**src/rtl/usq_next_addr_if.sv**
```systemverilog
// Bundle of the next-address unit's microword, branch, stack-control and status signals.
// The master side drives the controls and the slave side is the sequencer.
interface usq_next_addr_if #(
  parameter int ADDR_W    = 14,
  parameter int STK_DEPTH = 8
);
  localparam int DEP_W = $clog2(STK_DEPTH) + 1;

  logic              d_clk_enable_h;
  logic [ADDR_W-1:0] nxt_addr_h;
  logic [5:0]        cs_addr_l;
  logic              dis_cs_addr_h;
  logic              call_h;
  logic [ADDR_W-1:0] ret_addr_h;
  logic              ret_h;
  logic              trap_h;
  logic [ADDR_W-1:0] trap_vec_h;
  logic              stk_err_clr_h;
  logic [ADDR_W-1:0] upc_h;
  logic [DEP_W-1:0]  stk_depth_h;
  logic              stk_ovf_h;
  logic              stk_unf_h;

  modport master (
    output d_clk_enable_h, nxt_addr_h, cs_addr_l, dis_cs_addr_h, call_h, ret_addr_h,
           ret_h, trap_h, trap_vec_h, stk_err_clr_h,
    input  upc_h, stk_depth_h, stk_ovf_h, stk_unf_h
  );

  modport slave (
    input  d_clk_enable_h, nxt_addr_h, cs_addr_l, dis_cs_addr_h, call_h, ret_addr_h,
           ret_h, trap_h, trap_vec_h, stk_err_clr_h,
    output upc_h, stk_depth_h, stk_ovf_h, stk_unf_h
  );
endinterface

```
**src/rtl/usq_next_addr.sv**
```systemverilog
// Micro-sequencer next-address unit: merges NXT, BUT branch bits, the return stack and
// microtrap vectors into the registered micro-PC.
module usq_next_addr #(
  parameter int                ADDR_W    = 14,
  parameter int                STK_DEPTH = 8,
  parameter logic [ADDR_W-1:0] RESET_VEC = '0
) (
  input logic          buf_m_clk_l,
  input logic          sac_reset_l,
  usq_next_addr_if.slave bus
);
  localparam int PTR_W = $clog2(STK_DEPTH);
  localparam int DEP_W = PTR_W + 1;
  localparam logic [PTR_W-1:0] PTR_ONE  = PTR_W'(1);
  localparam logic [DEP_W-1:0] DEP_ONE  = DEP_W'(1);
  localparam logic [DEP_W-1:0] DEP_FULL = DEP_W'(STK_DEPTH);

  // ptr_p1 is the next free slot; the top entry sits at ptr_p1-1.
  logic [ADDR_W-1:0] upc_p1;
  logic [PTR_W-1:0]  ptr_p1;
  logic [DEP_W-1:0]  depth_p1;
  logic              ovf_p1;
  logic              unf_p1;
  logic [ADDR_W-1:0] stk [STK_DEPTH];

  logic [5:0]        br;
  logic [ADDR_W-1:0] br_ext;
  logic [ADDR_W-1:0] top;
  logic              empty;
  logic              full;
  logic [ADDR_W-1:0] upc_nxt;
  logic [PTR_W-1:0]  ptr_nxt;
  logic [DEP_W-1:0]  depth_nxt;
  logic              wr_en;
  logic [PTR_W-1:0]  wr_idx;
  logic [ADDR_W-1:0] wr_data;
  logic              ovf_set;
  logic              unf_set;

  always_comb begin
    br        = bus.dis_cs_addr_h ? 6'b0 : ~bus.cs_addr_l;
    br_ext    = {{(ADDR_W-6){1'b0}}, br};
    empty     = (depth_p1 == '0);
    full      = (depth_p1 == DEP_FULL);
    top       = empty ? '0 : stk[ptr_p1 - PTR_ONE];
    upc_nxt   = bus.nxt_addr_h | br_ext;
    ptr_nxt   = ptr_p1;
    depth_nxt = depth_p1;
    wr_en     = 1'b0;
    wr_idx    = ptr_p1;
    wr_data   = bus.ret_addr_h;
    ovf_set   = 1'b0;
    unf_set   = 1'b0;
    if (bus.trap_h) begin
      // Trap target is taken verbatim; the interrupted micro-PC is saved.
      upc_nxt   = bus.trap_vec_h;
      wr_en     = 1'b1;
      wr_data   = upc_p1;
      ptr_nxt   = ptr_p1 + PTR_ONE;
      depth_nxt = full ? depth_p1 : depth_p1 + DEP_ONE;
      ovf_set   = full;
    end else if (bus.ret_h && bus.call_h) begin
      upc_nxt = top | br_ext;
      wr_en   = 1'b1;
      if (empty) begin
        ptr_nxt   = ptr_p1 + PTR_ONE;
        depth_nxt = DEP_ONE;
        unf_set   = 1'b1;
      end else begin
        wr_idx = ptr_p1 - PTR_ONE;
      end
    end else if (bus.ret_h) begin
      upc_nxt = top | br_ext;
      if (empty) begin
        unf_set = 1'b1;
      end else begin
        ptr_nxt   = ptr_p1 - PTR_ONE;
        depth_nxt = depth_p1 - DEP_ONE;
      end
    end else if (bus.call_h) begin
      wr_en     = 1'b1;
      ptr_nxt   = ptr_p1 + PTR_ONE;
      depth_nxt = full ? depth_p1 : depth_p1 + DEP_ONE;
      ovf_set   = full;
    end
  end

  // Stage p1: registered micro-PC and stack control
  always_ff @(posedge buf_m_clk_l or negedge sac_reset_l) begin
    if (!sac_reset_l) begin
      upc_p1   <= RESET_VEC;
      ptr_p1   <= '0;
      depth_p1 <= '0;
      ovf_p1   <= 1'b0;
      unf_p1   <= 1'b0;
    end else if (bus.d_clk_enable_h) begin
      upc_p1   <= upc_nxt;
      ptr_p1   <= ptr_nxt;
      depth_p1 <= depth_nxt;
      ovf_p1   <= ovf_set | (ovf_p1 & ~bus.stk_err_clr_h);
      unf_p1   <= unf_set | (unf_p1 & ~bus.stk_err_clr_h);
    end
  end

  always_ff @(posedge buf_m_clk_l) begin
    if (bus.d_clk_enable_h && wr_en) begin
      stk[wr_idx] <= wr_data;
    end
  end

  assign bus.upc_h       = upc_p1;
  assign bus.stk_depth_h = depth_p1;
  assign bus.stk_ovf_h   = ovf_p1;
  assign bus.stk_unf_h   = unf_p1;
endmodule

```
**src/flat_wrapper.sv**
```systemverilog
// flat-port wrapper written by rule: the top's interface ports become plain ports
module usq_next_addr_flat 
#(
  parameter int                ADDR_W    = 14,
  parameter int                STK_DEPTH = 8,
  parameter logic [ADDR_W-1:0] RESET_VEC = '0
)
  (buf_m_clk_l, sac_reset_l, bus_d_clk_enable_h, bus_nxt_addr_h, bus_cs_addr_l, bus_dis_cs_addr_h, bus_call_h, bus_ret_addr_h, bus_ret_h, bus_trap_h, bus_trap_vec_h, bus_stk_err_clr_h, bus_upc_h, bus_stk_depth_h, bus_stk_ovf_h, bus_stk_unf_h);
  usq_next_addr_if #(.ADDR_W(ADDR_W), .STK_DEPTH(STK_DEPTH)) bus_i ();
  input logic buf_m_clk_l;
  input logic sac_reset_l;
  input wire logic [$bits(bus_i.d_clk_enable_h)-1:0] bus_d_clk_enable_h;
  input wire logic [$bits(bus_i.nxt_addr_h)-1:0] bus_nxt_addr_h;
  input wire logic [$bits(bus_i.cs_addr_l)-1:0] bus_cs_addr_l;
  input wire logic [$bits(bus_i.dis_cs_addr_h)-1:0] bus_dis_cs_addr_h;
  input wire logic [$bits(bus_i.call_h)-1:0] bus_call_h;
  input wire logic [$bits(bus_i.ret_addr_h)-1:0] bus_ret_addr_h;
  input wire logic [$bits(bus_i.ret_h)-1:0] bus_ret_h;
  input wire logic [$bits(bus_i.trap_h)-1:0] bus_trap_h;
  input wire logic [$bits(bus_i.trap_vec_h)-1:0] bus_trap_vec_h;
  input wire logic [$bits(bus_i.stk_err_clr_h)-1:0] bus_stk_err_clr_h;
  output wire logic [$bits(bus_i.upc_h)-1:0] bus_upc_h;
  output wire logic [$bits(bus_i.stk_depth_h)-1:0] bus_stk_depth_h;
  output wire logic [$bits(bus_i.stk_ovf_h)-1:0] bus_stk_ovf_h;
  output wire logic [$bits(bus_i.stk_unf_h)-1:0] bus_stk_unf_h;
  assign bus_i.d_clk_enable_h = bus_d_clk_enable_h;
  assign bus_i.nxt_addr_h = bus_nxt_addr_h;
  assign bus_i.cs_addr_l = bus_cs_addr_l;
  assign bus_i.dis_cs_addr_h = bus_dis_cs_addr_h;
  assign bus_i.call_h = bus_call_h;
  assign bus_i.ret_addr_h = bus_ret_addr_h;
  assign bus_i.ret_h = bus_ret_h;
  assign bus_i.trap_h = bus_trap_h;
  assign bus_i.trap_vec_h = bus_trap_vec_h;
  assign bus_i.stk_err_clr_h = bus_stk_err_clr_h;
  assign bus_upc_h = bus_i.upc_h;
  assign bus_stk_depth_h = bus_i.stk_depth_h;
  assign bus_stk_ovf_h = bus_i.stk_ovf_h;
  assign bus_stk_unf_h = bus_i.stk_unf_h;
  usq_next_addr #(.ADDR_W(ADDR_W), .STK_DEPTH(STK_DEPTH), .RESET_VEC(RESET_VEC)) u_core (.buf_m_clk_l(buf_m_clk_l), .sac_reset_l(sac_reset_l), .bus(bus_i));
endmodule
```
**config.mk**
```make
export PLATFORM = sky130hd
export DESIGN_NAME = usq_next_addr_flat
export DESIGN_NICKNAME = d
export VERILOG_FILES = /design/src/rtl/usq_next_addr_if.sv /design/src/rtl/usq_next_addr.sv /design/src/flat_wrapper.sv
export SDC_FILE = /design/constraint.sdc
export NUM_CORES = 1
export LEC_CHECK = 0
export CAP_MARGIN = 10
export CORE_AREA = 2 2 139 87
export DETAILED_ROUTE_END_ITERATION = 6
export DIE_AREA = 0 0 141 89
export HOLD_SLACK_MARGIN = 0.02
export PLACE_DENSITY = 0.78
export SYNTH_ARGS = -nofsm -noshare
export SYNTH_HDL_FRONTEND = slang
export SYNTH_SLANG_ARGS = --single-unit
export TNS_END_PERCENT = 5
```
**constraint.sdc**
```tcl
create_clock -name buf_m_clk_l -period 3.91 [get_ports buf_m_clk_l]
set_input_delay 0.391 -clock buf_m_clk_l [delete_from_list [all_inputs] [get_ports buf_m_clk_l]]
set_output_delay 0.391 -clock buf_m_clk_l [all_outputs]
set_load 0.02 [all_outputs]
```
==> results.txt <==
WL final = 14.9 mm
Max_slew headroom = 0.290
Cell variety after synth = 45
Worst-margin pin slew = 1060 ps
Synth-to-layout area growth = 25.7%
Fmax = 344 MHz
GPL Wtd Cong = 0.887
R2r worst-path depth = 7
# setup viols final = 0
Fill cells = 723
Initial antenna violation count = 0
Syn Area/Cell = 14.7 um^2
Post-Synth Simple-Gate Area = 0.0844
Post-synthesis mux area share = 0.132
Full die area = 12500 um^2
Post-Synth Adder-Cell Area = 0.00830
Slew Viols, Final = 0
Slowest Stage Delay on Critical Path = 640 ps
Worst Setup Path Type = reg -> reg
Post-DP HPWL = 9.87 mm
Largest family of logic cells by synthesized area = multiplexers
Leak = 2.68 nW
Clock sink count = 135
DR vias = 4045
Clock Path Buffers = 2
Synthesized cell area = 6030 um^2
Port bufs = 75
Post-synth EDFFs = 112
Worst min-delay path class = in -> async
Residual DRC count = 0
Crit path max fanout = 16
CTS clk-pin slew, worst paths = 60 ps
Startpoint types = register
Die Y = 89 um
CORE AREA = 11100 um^2
DIE WIDTH = 141 um
Grt ovf = 0
Final net count = 556
Via-to-Cell Ratio = 6.19
CP Launch Point = u_core.bus.stk_depth_h[0]
Seq cells post-synth = 135
# resized after CTS = 0
Status = finished clean
Most used DFF post-synth = edfxtp_1
Crit-path slowest cell = nor3b_4
Top Ports = 76
Largest net degree at the start of global routing = 41
Dominant cell type by area after synthesis = edfxtp_1
Initial Util = 0.541
GRT Total Usage = 0.254
Worst endpoint required time = 4020 ps
1st-pass router iterations = 7
Mapped Nets = 470
R2r startpoint = u_core.bus.stk_depth_h[0]
Setup TNS Final = 0 ps
CTS tree = yes
CP Data Arrival Time = 3020 ps
Final period utilization = 0.744
WL per Instance = 22.7 um
Post-CTS Setup Inserts = 0
Fraction of layout cells with a size suffix above 1 = 0.173
Worst skew pair latency = 420 ps
Post-synth ARST share = 0.170
Rows = 30
Post-synth top area share = 0.557
RR Endpoint = u_core.stk[6][4]
Max-cap violations = 0
Clock root buffer = clkbuf_16
First-pass GRT wire length = 23.1 mm
Ranking of synthesized cells by area = edfxtp_1 (56%), dfrtp_1 (9.5%), mux4_2 (6.0%)
Count of yosys warnings during synthesis = 0
Post-synthesis sequential area ratio = 0.653
Commonest non-fill, non-tap cell in the layout = edfxtp_1
Unrepaired setup endpoints after global routing = false
PD cells = 762 nW/um^2
Synthesized netlist cell count = 410
Vias in the first global route = 4041
Antenna cells = 0
Cts-stage hold buffer count = 0
Final Hold Vio Count = 0
Minimum clock period = 2910 ps
Synth Area in XOR/XNOR = 0.00726
CP endpoint kind = register
Most frequent cells in the layout = edfxtp_1 (112), clkdlybuf4s50_1 (75), nand3_1 (31)
Total power = 0.00578 W
1st-iter DRT viols = 546
H-Tree Depth = 4
Post-synthesis compound-gate area fraction = 0.0869
CP cell instances = inv_1 > ha_1 > nor3b_4 > or2_0 > a31oi_1 > nor2_1 > buf_4
Flop2flop setup slack = 1000 ps
Setup Skew = 7.44 ps
Maximum vdd drop = 0.000414 V
CTS Buf Count = 17
Remaining antenna violation count = 0
-- how the worst max path moves through the flow --
| stage | end | slack (ps) | cells past startpoint |
|---|---|---|---|
| 3_5_place_dp | u_core.stk[6][4] | 940 | 6 |
| 3_3_place_gp | u_core.stk[6][5] | 1060 | 6 |
| 6_report | u_core.stk[6][4] | 1000 | 7 |
| 5_1_grt | u_core.stk[6][4] | 780 | 7 |
| 2_1_floorplan | u_core.stk[7][0] | 690 | 10 |
| 4_1_cts | u_core.stk[6][4] | 1060 | 7 |
-- synthesized netlist by cell type (2+ instances only) --
| cell type | instances |
|---|---|
| edfxtp_1 | 112 |
| nand3_1 | 31 |
| mux2i_1 | 28 |
| dfrtp_1 | 23 |
| a31oi_1 | 21 |
| nor2_1 | 20 |
| a22oi_1 | 16 |
| mux4_2 | 16 |
| buf_2 | 15 |
| mux2_2 | 14 |
| inv_1 | 13 |
| nand2_1 | 12 |
| a21oi_1 | 7 |
| clkbuf_1 | 7 |
| o21ai_1 | 7 |
| nor2b_1 | 5 |
| nor3_1 | 5 |
| ha_1 | 4 |
| o221ai_1 | 4 |
| xnor2_1 | 4 |
| a32o_1 | 3 |
| buf_1 | 3 |
| nand2b_1 | 3 |
| nor3_2 | 3 |
| o2bb2ai_1 | 3 |
| a221oi_1 | 2 |
| a41oi_1 | 2 |
| nand3b_1 | 2 |
| nand4b_1 | 2 |
| nor4_1 | 2 |
| nor4b_1 | 2 |
| o211ai_1 | 2 |
| o21a_1 | 2 |
| o21ai_0 | 2 |
| o311a_1 | 2 |
| or2_2 | 2 |
-- per-stage QoR --
stage | setup WS, ps | cells | instance area (um^2) | utilization | hold slack [ps]
floorplan | 693 | 410 | 6030 | - | 95.4
global placement | 1060 | 621 | 6980 | 0.626 | 478
detailed placement | 943 | 621 | 6980 | 0.626 | 490
CTS | 1060 | 653 | 7580 | 0.680 | 365
global route | 778 | 653 | 7580 | 0.680 | 401
finish | 1000 | 653 | 7580 | 0.680 | 370
-- sequential cells by signal (all words and copies together), names as in the netlist --
| name | count |
|---|---|
| u_core.stk | 112 |
| u_core.bus.upc_h | 14 |
| u_core.bus.stk_depth_h | 4 |
| u_core.ptr_p1 | 3 |
| u_core.bus.stk_ovf_h | 1 |
| u_core.bus.stk_unf_h | 1 |
-- critical path, delay by kind of cell (launching register included) --
kind | cells | cell delay (ps)
AO/OA/AOI/OAI | 1 | 170
adder cells (fa/ha/maj) | 1 | 230
buffers and inverters | 2 | 390
flip-flops | 1 | 430
AND/OR/NAND/NOR | 3 | 1380
-- routing by layer --
metal | vias to the layer above | GRT usage | share of wire | wire, um
met4 | 0 | 0.0882 | 0.019 | 277
met5 | - | 0 | 0 | 0
met3 | 25 | 0.0777 | 0.094 | 1390
met2 | 226 | 0.365 | 0.44 | 6520
met1 | 2000 | 0.374 | 0.45 | 6660
li1 | 1794 | - | - | -
-- cells by family after synthesis --
| family | count (synthesis) |
|---|---|
| AO/OA/AOI/OAI | 75 |
| XOR/XNOR | 5 |
| adder cells (fa/ha/maj) | 4 |
| buffers and inverters | 39 |
| flip-flops | 135 |
| multiplexers | 58 |
| AND/OR/NAND/NOR | 94 |
-- cell type report --
| class | count | area, um^2 | share of cell area |
|---|---|---|---|
| clock inverters | 15 | 175 | 0.0231 |
| flip-flops and latches | 135 | 3940 | 0.519 |
| repair buffers | 93 | 886 | 0.117 |
| clock buffers | 17 | 425 | 0.0561 |
| inverters | 13 | 48.8 | 0.00644 |
| well taps | 144 | 180 | 0.0238 |
| multi-input cells | 236 | 1930 | 0.254 |
-- where the power goes --
group | switching, W | internal, W
logic | 0.00125 | 0.000899
clock network | 0.000620 | 0.00101
registers | 0.000136 | 0.00187
Note: power is estimated with default switching activity, not from simulation.
